===== config.mk =====
export PLATFORM = sky130hd
export DESIGN_NAME = steer_en_dp_flat
export DESIGN_NICKNAME = d
export VERILOG_FILES = /design/src/rtl/steer_en_dp_if.sv /design/src/rtl/steer_en_dp.sv /design/src/flat_wrapper.sv
export SDC_FILE = /design/constraint.sdc
export NUM_CORES = 1
export LEC_CHECK = 0
export ABC_CLOCK_PERIOD_IN_PS = 10600
export BUFFER_PORTS_ARGS = -buffer_cell sky130_fd_sc_hd__buf_4
export CORE_MARGIN = 10
export CORE_UTILIZATION = 55
export DETAILED_ROUTE_END_ITERATION = 8
export HOLD_SLACK_MARGIN = 0.05
export PLACE_DENSITY = 0.69
export SKIP_LAST_GASP = 1
export SLEW_MARGIN = 20
export SYNTH_ARGS = -nofsm -noshare
export SYNTH_HDL_FRONTEND = slang
export SYNTH_SLANG_ARGS = --single-unit

===== constraint.sdc =====
create_clock -name clk -period 10.6 [get_ports clk]
set_clock_uncertainty 0.2 [all_clocks]
set_input_delay 1.59 -clock clk [delete_from_list [all_inputs] [get_ports clk]]
set_output_delay 1.59 -clock clk [all_outputs]
set_load 0.1 [all_outputs]

===== src/rtl/steer_en_dp_if.sv =====
// ---------------------------------------------------------------------------
// steer_en_dp_if
// Bundles the load-cell sample bus, the settle-timer control and the filtered
// result bus of the steering-enable datapath stage.
//
// Handshake: ld_vld is a one-cycle strobe with no back-pressure. lft_ld and
// rght_ld are sampled on every rising clk edge where ld_vld=1, and there is no
// ready signal. clr_tmr is a level that clears the settle timer on each edge
// where it is high.
//
// Signals:
//   lft_ld, rght_ld   raw 12-bit unsigned load-cell samples   (master -> slave)
//   ld_vld            sample strobe                           (master -> slave)
//   clr_tmr           synchronous settle-timer clear          (master -> slave)
//   lft_avg, rght_avg filtered 12-bit loads                   (slave -> master)
//   sum_gt_min, sum_lt_min, diff_gt_1_4, diff_gt_15_16
//                     registered weight and balance flags     (slave -> master)
//   tmr_full          settle timer reached its terminal count (slave -> master)
// ---------------------------------------------------------------------------
interface steer_en_dp_if;
  logic [11:0] lft_ld;
  logic [11:0] rght_ld;
  logic        ld_vld;
  logic        clr_tmr;
  logic [11:0] lft_avg;
  logic [11:0] rght_avg;
  logic        sum_gt_min;
  logic        sum_lt_min;
  logic        diff_gt_1_4;
  logic        diff_gt_15_16;
  logic        tmr_full;

  modport master (
    output lft_ld, rght_ld, ld_vld, clr_tmr,
    input  lft_avg, rght_avg, sum_gt_min, sum_lt_min,
           diff_gt_1_4, diff_gt_15_16, tmr_full
  );

  modport slave (
    input  lft_ld, rght_ld, ld_vld, clr_tmr,
    output lft_avg, rght_avg, sum_gt_min, sum_lt_min,
           diff_gt_1_4, diff_gt_15_16, tmr_full
  );
endinterface


===== src/rtl/steer_en_dp.sv =====
// ---------------------------------------------------------------------------
// steer_en_dp
// Datapath stage feeding the steering-enable state machine. Each load-cell
// side is filtered with a 4-sample moving average. Registered hysteresis
// weight flags and rider-balance flags are derived from the two averages. The
// block also contains the settle timer that the state machine clears and polls.
//
// Ports:
//   clk    system clock
//   rst_n  asynchronous active-low reset
//   bus    steer_en_dp_if.slave (samples/strobe/timer clear in, averages,
//          flags and tmr_full out)
//
// Pipeline: the history shifts on edge N (ld_vld in cycle N), the averages
// follow on edge N+1 and the flags on edge N+2.
// ---------------------------------------------------------------------------
module steer_en_dp #(
  parameter logic [11:0] MIN_RIDER_WEIGHT = 12'h200,
  parameter logic [11:0] HYSTERESIS       = 12'h040,
  parameter logic [25:0] TMR_CNT          = 26'd65_000_000
) (
  input  logic              clk,
  input  logic              rst_n,
  steer_en_dp_if.slave      bus
);

  // Thresholds are formed at 13 bits so MIN+HYST cannot wrap.
  localparam logic [12:0] SUM_HI = {1'b0, MIN_RIDER_WEIGHT} + {1'b0, HYSTERESIS};
  localparam logic [12:0] SUM_LO = {1'b0, MIN_RIDER_WEIGHT} - {1'b0, HYSTERESIS};

  logic [11:0] lft_h_q [4];
  logic [11:0] rght_h_q[4];
  logic [11:0] lft_avg_q,  lft_avg_d;
  logic [11:0] rght_avg_q, rght_avg_d;
  logic [13:0] lft_sum,    rght_sum;
  logic [12:0] sum_c,      diff_c;
  logic        sum_gt_min_q, sum_lt_min_q, diff_gt_1_4_q, diff_gt_15_16_q;
  logic [25:0] tmr_q, tmr_d;

  // Sample history: position 0 is the newest sample.
  always_ff @(posedge clk or negedge rst_n) begin
    if (!rst_n) begin
      for (int i = 0; i < 4; i++) begin
        lft_h_q[i]  <= '0;
        rght_h_q[i] <= '0;
      end
    end else if (bus.ld_vld) begin
      lft_h_q[0]  <= bus.lft_ld;
      rght_h_q[0] <= bus.rght_ld;
      for (int i = 1; i < 4; i++) begin
        lft_h_q[i]  <= lft_h_q[i-1];
        rght_h_q[i] <= rght_h_q[i-1];
      end
    end
  end

  // Averages are recomputed every cycle. Between strobes the history holds,
  // so the averages hold as well.
  always_comb begin
    lft_sum    = {2'b00, lft_h_q[0]}  + {2'b00, lft_h_q[1]}
               + {2'b00, lft_h_q[2]}  + {2'b00, lft_h_q[3]};
    rght_sum   = {2'b00, rght_h_q[0]} + {2'b00, rght_h_q[1]}
               + {2'b00, rght_h_q[2]} + {2'b00, rght_h_q[3]};
    lft_avg_d  = 12'(lft_sum >> 2);
    rght_avg_d = 12'(rght_sum >> 2);
  end

  always_ff @(posedge clk or negedge rst_n) begin
    if (!rst_n) begin
      lft_avg_q  <= '0;
      rght_avg_q <= '0;
    end else begin
      lft_avg_q  <= lft_avg_d;
      rght_avg_q <= rght_avg_d;
    end
  end

  // The difference subtracts the smaller value from the larger one, so it
  // never wraps.
  always_comb begin
    sum_c  = {1'b0, lft_avg_q} + {1'b0, rght_avg_q};
    diff_c = (lft_avg_q >= rght_avg_q) ? ({1'b0, lft_avg_q} - {1'b0, rght_avg_q})
                                       : ({1'b0, rght_avg_q} - {1'b0, lft_avg_q});
  end

  // The rider is treated as off until the filtered data proves otherwise.
  always_ff @(posedge clk or negedge rst_n) begin
    if (!rst_n) begin
      sum_gt_min_q    <= 1'b0;
      sum_lt_min_q    <= 1'b1;
      diff_gt_1_4_q   <= 1'b0;
      diff_gt_15_16_q <= 1'b0;
    end else begin
      sum_gt_min_q    <= (sum_c > SUM_HI);
      sum_lt_min_q    <= (sum_c < SUM_LO);
      diff_gt_1_4_q   <= (diff_c > (sum_c >> 2));
      diff_gt_15_16_q <= (diff_c > (sum_c - (sum_c >> 4)));
    end
  end

  // Settle timer: clear has priority, otherwise count up and saturate.
  always_comb begin
    tmr_d = tmr_q;
    if (bus.clr_tmr)           tmr_d = '0;
    else if (tmr_q < TMR_CNT)  tmr_d = tmr_q + 26'd1;
  end

  always_ff @(posedge clk or negedge rst_n) begin
    if (!rst_n) tmr_q <= '0;
    else        tmr_q <= tmr_d;
  end

  assign bus.lft_avg       = lft_avg_q;
  assign bus.rght_avg      = rght_avg_q;
  assign bus.sum_gt_min    = sum_gt_min_q;
  assign bus.sum_lt_min    = sum_lt_min_q;
  assign bus.diff_gt_1_4   = diff_gt_1_4_q;
  assign bus.diff_gt_15_16 = diff_gt_15_16_q;
  assign bus.tmr_full      = (tmr_q == TMR_CNT);

endmodule


===== src/flat_wrapper.sv =====
// flat-port wrapper written by rule: the top's interface ports become plain ports
module steer_en_dp_flat 
#(
  parameter logic [11:0] MIN_RIDER_WEIGHT = 12'h200,
  parameter logic [11:0] HYSTERESIS       = 12'h040,
  parameter logic [25:0] TMR_CNT          = 26'd65_000_000
)
  (clk, rst_n, bus_lft_ld, bus_rght_ld, bus_ld_vld, bus_clr_tmr, bus_lft_avg, bus_rght_avg, bus_sum_gt_min, bus_sum_lt_min, bus_diff_gt_1_4, bus_diff_gt_15_16, bus_tmr_full);
  steer_en_dp_if bus_i ();
  input  logic clk;
  input  logic rst_n;
  input wire logic [$bits(bus_i.lft_ld)-1:0] bus_lft_ld;
  input wire logic [$bits(bus_i.rght_ld)-1:0] bus_rght_ld;
  input wire logic [$bits(bus_i.ld_vld)-1:0] bus_ld_vld;
  input wire logic [$bits(bus_i.clr_tmr)-1:0] bus_clr_tmr;
  output wire logic [$bits(bus_i.lft_avg)-1:0] bus_lft_avg;
  output wire logic [$bits(bus_i.rght_avg)-1:0] bus_rght_avg;
  output wire logic [$bits(bus_i.sum_gt_min)-1:0] bus_sum_gt_min;
  output wire logic [$bits(bus_i.sum_lt_min)-1:0] bus_sum_lt_min;
  output wire logic [$bits(bus_i.diff_gt_1_4)-1:0] bus_diff_gt_1_4;
  output wire logic [$bits(bus_i.diff_gt_15_16)-1:0] bus_diff_gt_15_16;
  output wire logic [$bits(bus_i.tmr_full)-1:0] bus_tmr_full;
  assign bus_i.lft_ld = bus_lft_ld;
  assign bus_i.rght_ld = bus_rght_ld;
  assign bus_i.ld_vld = bus_ld_vld;
  assign bus_i.clr_tmr = bus_clr_tmr;
  assign bus_lft_avg = bus_i.lft_avg;
  assign bus_rght_avg = bus_i.rght_avg;
  assign bus_sum_gt_min = bus_i.sum_gt_min;
  assign bus_sum_lt_min = bus_i.sum_lt_min;
  assign bus_diff_gt_1_4 = bus_i.diff_gt_1_4;
  assign bus_diff_gt_15_16 = bus_i.diff_gt_15_16;
  assign bus_tmr_full = bus_i.tmr_full;
  steer_en_dp #(.MIN_RIDER_WEIGHT(MIN_RIDER_WEIGHT), .HYSTERESIS(HYSTERESIS), .TMR_CNT(TMR_CNT)) u_core (.clk(clk), .rst_n(rst_n), .bus(bus_i));
endmodule

==> reports/qor.csv <==
metric,value,unit
leading cell types by total area after synthesis,"sky130_fd_sc_hd__dfrtp_1 34%, sky130_fd_sc_hd__ha_1 13%, sky130_fd_sc_hd__inv_1 5.6%, sky130_fd_sc_hd__mux2_2 5.6%, sky130_fd_sc_hd__fa_1 5.5%",
DRC viols,0,
RR Endpoint,u_core.bus.diff_gt_1_4$_DFF_PN0_,
H-tree Lvls,4,
synthesis-to-layout area growth,11.5,%
outcome,finished clean,
TritonCTS clock tree,built,
flip-flop and latch count after synthesis,150,
total number of yosys warnings,0,
Post-Syn Area per Cell,9.47,sq um
unrepaired setup endpoints after global routing,false,
starting density of the core,55.9,%
sum of negative setup slack,0,ps
"Gates resized, CTS repair",0,
final hold violation count,0,
fin worst setup slack,5170,ps
Least-Margin Pin Slew,1060,ps
data required time at the worst endpoint,10710,ps
synthesized netlist net count,1324,
Hold Slack,277,ps
count of antenna-violating nets left after detailed routing,0,
area of the mapped netlist,10900,sq um
count of routing violations after the opening detailed-route iteration,457,
I/O Pins,57,
clock root buffer,sky130_fd_sc_hd__clkbuf_16,
class of the worst hold path,flop to flop,
maximum fanout along the worst path,21,
area of the placeable core,19500,sq um
via count of the first global-routing pass,7790,
cts bufs inserted,17,
final layout net count,1369,
Max-Slew Margin vs Limit,29.0,%
number of iterations in the first detailed-routing pass,5,
row cnt,51,
Hold Path Depth,2,
via count,7897,
detailed-route wire length,22400,um
share of the yosys chip area belonging to registers,34.5,%
share of the clock period used by the worst path after layout,51.2,%
most frequent standard cell in the layout excluding fill and tap cells,sky130_fd_sc_hd__inv_1,
proportion of layout cells with a drive suffix above 1,14.0,%
top cell type by total area after synthesis,sky130_fd_sc_hd__dfrtp_1,
quantity of I/O buffers inserted on ports,56,
initial antenna violation count,0,
hold path startpoint,u_core.rght_h_q[22]$_DFFE_PN0P_,
worst setup path startpoint,u_core.bus.rght_avg[9]$_DFF_PN0_,
final estimated routing congestion in global placement,0.910,
final cell count without fillers,1472,
startpoint of the lowest-slack register-to-register path,u_core.bus.rght_avg[9]$_DFF_PN0_,
terminating pin of the worst hold path,u_core.rght_h_q[10]$_DFFE_PN0P_,
maximum achievable frequency,0.184,GHz
total instance count after detailed placement,1440,
total overflow reported by the global router,0,
endpoint arrival time on the critical path,5530,ps
final-report setup violation count,0,
"commonest cells after routing, fill and taps aside","163 x sky130_fd_sc_hd__inv_1, 149 x sky130_fd_sc_hd__dfrtp_1, 117 x sky130_fd_sc_hd__ha_1, 95 x sky130_fd_sc_hd__nand2_1, 79 x sky130_fd_sc_hd__o21ai_0",
Die X,161,um
HPWL after detailed placement,17000,um
clock insertion delay at the later pin of the skew report,440,ps
clock-pin slew of the registers on the worst-case setup and hold paths,70,ps
Max Cap Viol,0,
Via density,5.36,
die extent in y,161,um
Post CTS Setup Buffer Count,0,
clock sink total,150,
pre-CTS setup slack,5270,ps
internal reg-to-reg setup slack,5170,ps
maximum number of pins on one net before global-route repair,87,
count of pins over their slew limit,0,
CTS Hold Buffers Added,0,
wire length of the first global-routing pass,38100,um
startpoint-to-endpoint class of the critical path,flop to flop,
wire per inst,15.2,um
ys async rst share,100,%
Register-to-Register Path Depth,17,
global-route usage over all layers,17.7,%
cell count after synthesis,1149,
die area,25800,sq um
most frequently used flop master after synthesis,sky130_fd_sc_hd__dfrtp_1,
critical path endpoint category,flop,
Clock Path Buffers,2,
number of enable-type register cells in the synthesized netlist,0,
category of the worst setup path launch point,flop,
minimum period implied by the final worst setup slack,5430,ps
number of library cell types mapped by synthesis,72,
share of the synthesized area in the top cell type,34.3,%
# diodes,0,
Yosys cell counts, types with 10 or more instances:
cell                       instances
sky130_fd_sc_hd__a21o_1           23
sky130_fd_sc_hd__a21oi_1          63
sky130_fd_sc_hd__clkbuf_1         17
sky130_fd_sc_hd__dfrtp_1         149
sky130_fd_sc_hd__fa_1             30
sky130_fd_sc_hd__ha_1            117
sky130_fd_sc_hd__inv_1           163
sky130_fd_sc_hd__mux2_2           54
sky130_fd_sc_hd__nand2_1          95
sky130_fd_sc_hd__nand3_1          16
sky130_fd_sc_hd__nand4_1          12
sky130_fd_sc_hd__nor2_1           63
sky130_fd_sc_hd__nor2b_1          16
sky130_fd_sc_hd__nor3_1           12
sky130_fd_sc_hd__o21ai_0          79
sky130_fd_sc_hd__or3_1            10
sky130_fd_sc_hd__xnor2_1          51
sky130_fd_sc_hd__xor2_1           34
worst max-delay path by stage:
stage                                             to  depth (start not counted)
finish              u_core.bus.diff_gt_1_4$_DFF_PN0_                         17
global route        u_core.bus.diff_gt_1_4$_DFF_PN0_                         17
CTS                 u_core.bus.diff_gt_1_4$_DFF_PN0_                         17
detailed placement  u_core.bus.diff_gt_1_4$_DFF_PN0_                         17
global placement    u_core.bus.diff_gt_1_4$_DFF_PN0_                         17
floorplan                               bus_tmr_full                          5
cell families after synthesis:
family | share of synthesized area (%)
and+or+nand+nor | 11.6
AOI/OAI and AO/OA | 14.3
buffers and inverters | 7.05
DFF | 34.5
adders and majority gates | 19.1
xor gates and xnor gates | 7.40
muxes | 6.05
per-layer routing:
| layer | part of all wire [%] | global-route usage [%] | up-vias |
|---|---|---|---|
| li1 | - | - | 3977 |
| met1 | 47 | 22.8 | 3775 |
| met2 | 49 | 29.8 | 108 |
| met3 | 2.3 | 2.48 | 37 |
| met4 | 2.1 | 6.39 | 0 |
| met5 | 0 | 0 | - |
critical path, cell delays in order (launching register included):
cell and delay (ps):
sky130_fd_sc_hd__dfrtp_1 400, sky130_fd_sc_hd__inv_1 60, sky130_fd_sc_hd__ha_1 540, sky130_fd_sc_hd__nand2_1 210, sky130_fd_sc_hd__nor4_1 300, sky130_fd_sc_hd__o31ai_1 130, sky130_fd_sc_hd__a41oi_2 880, sky130_fd_sc_hd__mux2i_1 380
sky130_fd_sc_hd__o21ai_1 100, sky130_fd_sc_hd__a221oi_1 390, sky130_fd_sc_hd__o21a_1 210, sky130_fd_sc_hd__xnor2_1 180, sky130_fd_sc_hd__ha_1 330, sky130_fd_sc_hd__a31oi_1 150, sky130_fd_sc_hd__nand3_1 100, sky130_fd_sc_hd__maj3_1 350
sky130_fd_sc_hd__and3_1 190, sky130_fd_sc_hd__o22a_1 210
registers in the layout, indices dropped and copies added (netlist names):
signal and count:
u_core.lft_h_q 48, u_core.bus.sum_gt_min 1, u_core.bus.rght_avg 12, u_core.tmr_q 26, u_core.rght_h_q 48, u_core.bus.diff_gt_1_4 1, u_core.bus.diff_gt_15_16 1, u_core.bus.lft_avg 12
u_core.bus.sum_lt_min 1
layout make-up:
class	count	area, sq um
well taps	265	332
fillers	1629	7340
repair buffers	58	439
clock inverters	15	200
multi-input cells	802	6350
flip-flops and latches	150	3750
inverters	165	619
clock buffers	17	425
stage by stage:
stage | util, % | cell area (sq um)
after global routing | 62.3 | 12100
after floorplan | - | 10900
after CTS | 62.3 | 12100
after global placement | 59.1 | 11500
after detailed placement | 59.1 | 11500
final | 62.3 | 12100
Power is left out: the tool's default activity adds up to more than one toggle a clock period on the data nets, which glitch-free logic cannot reach.
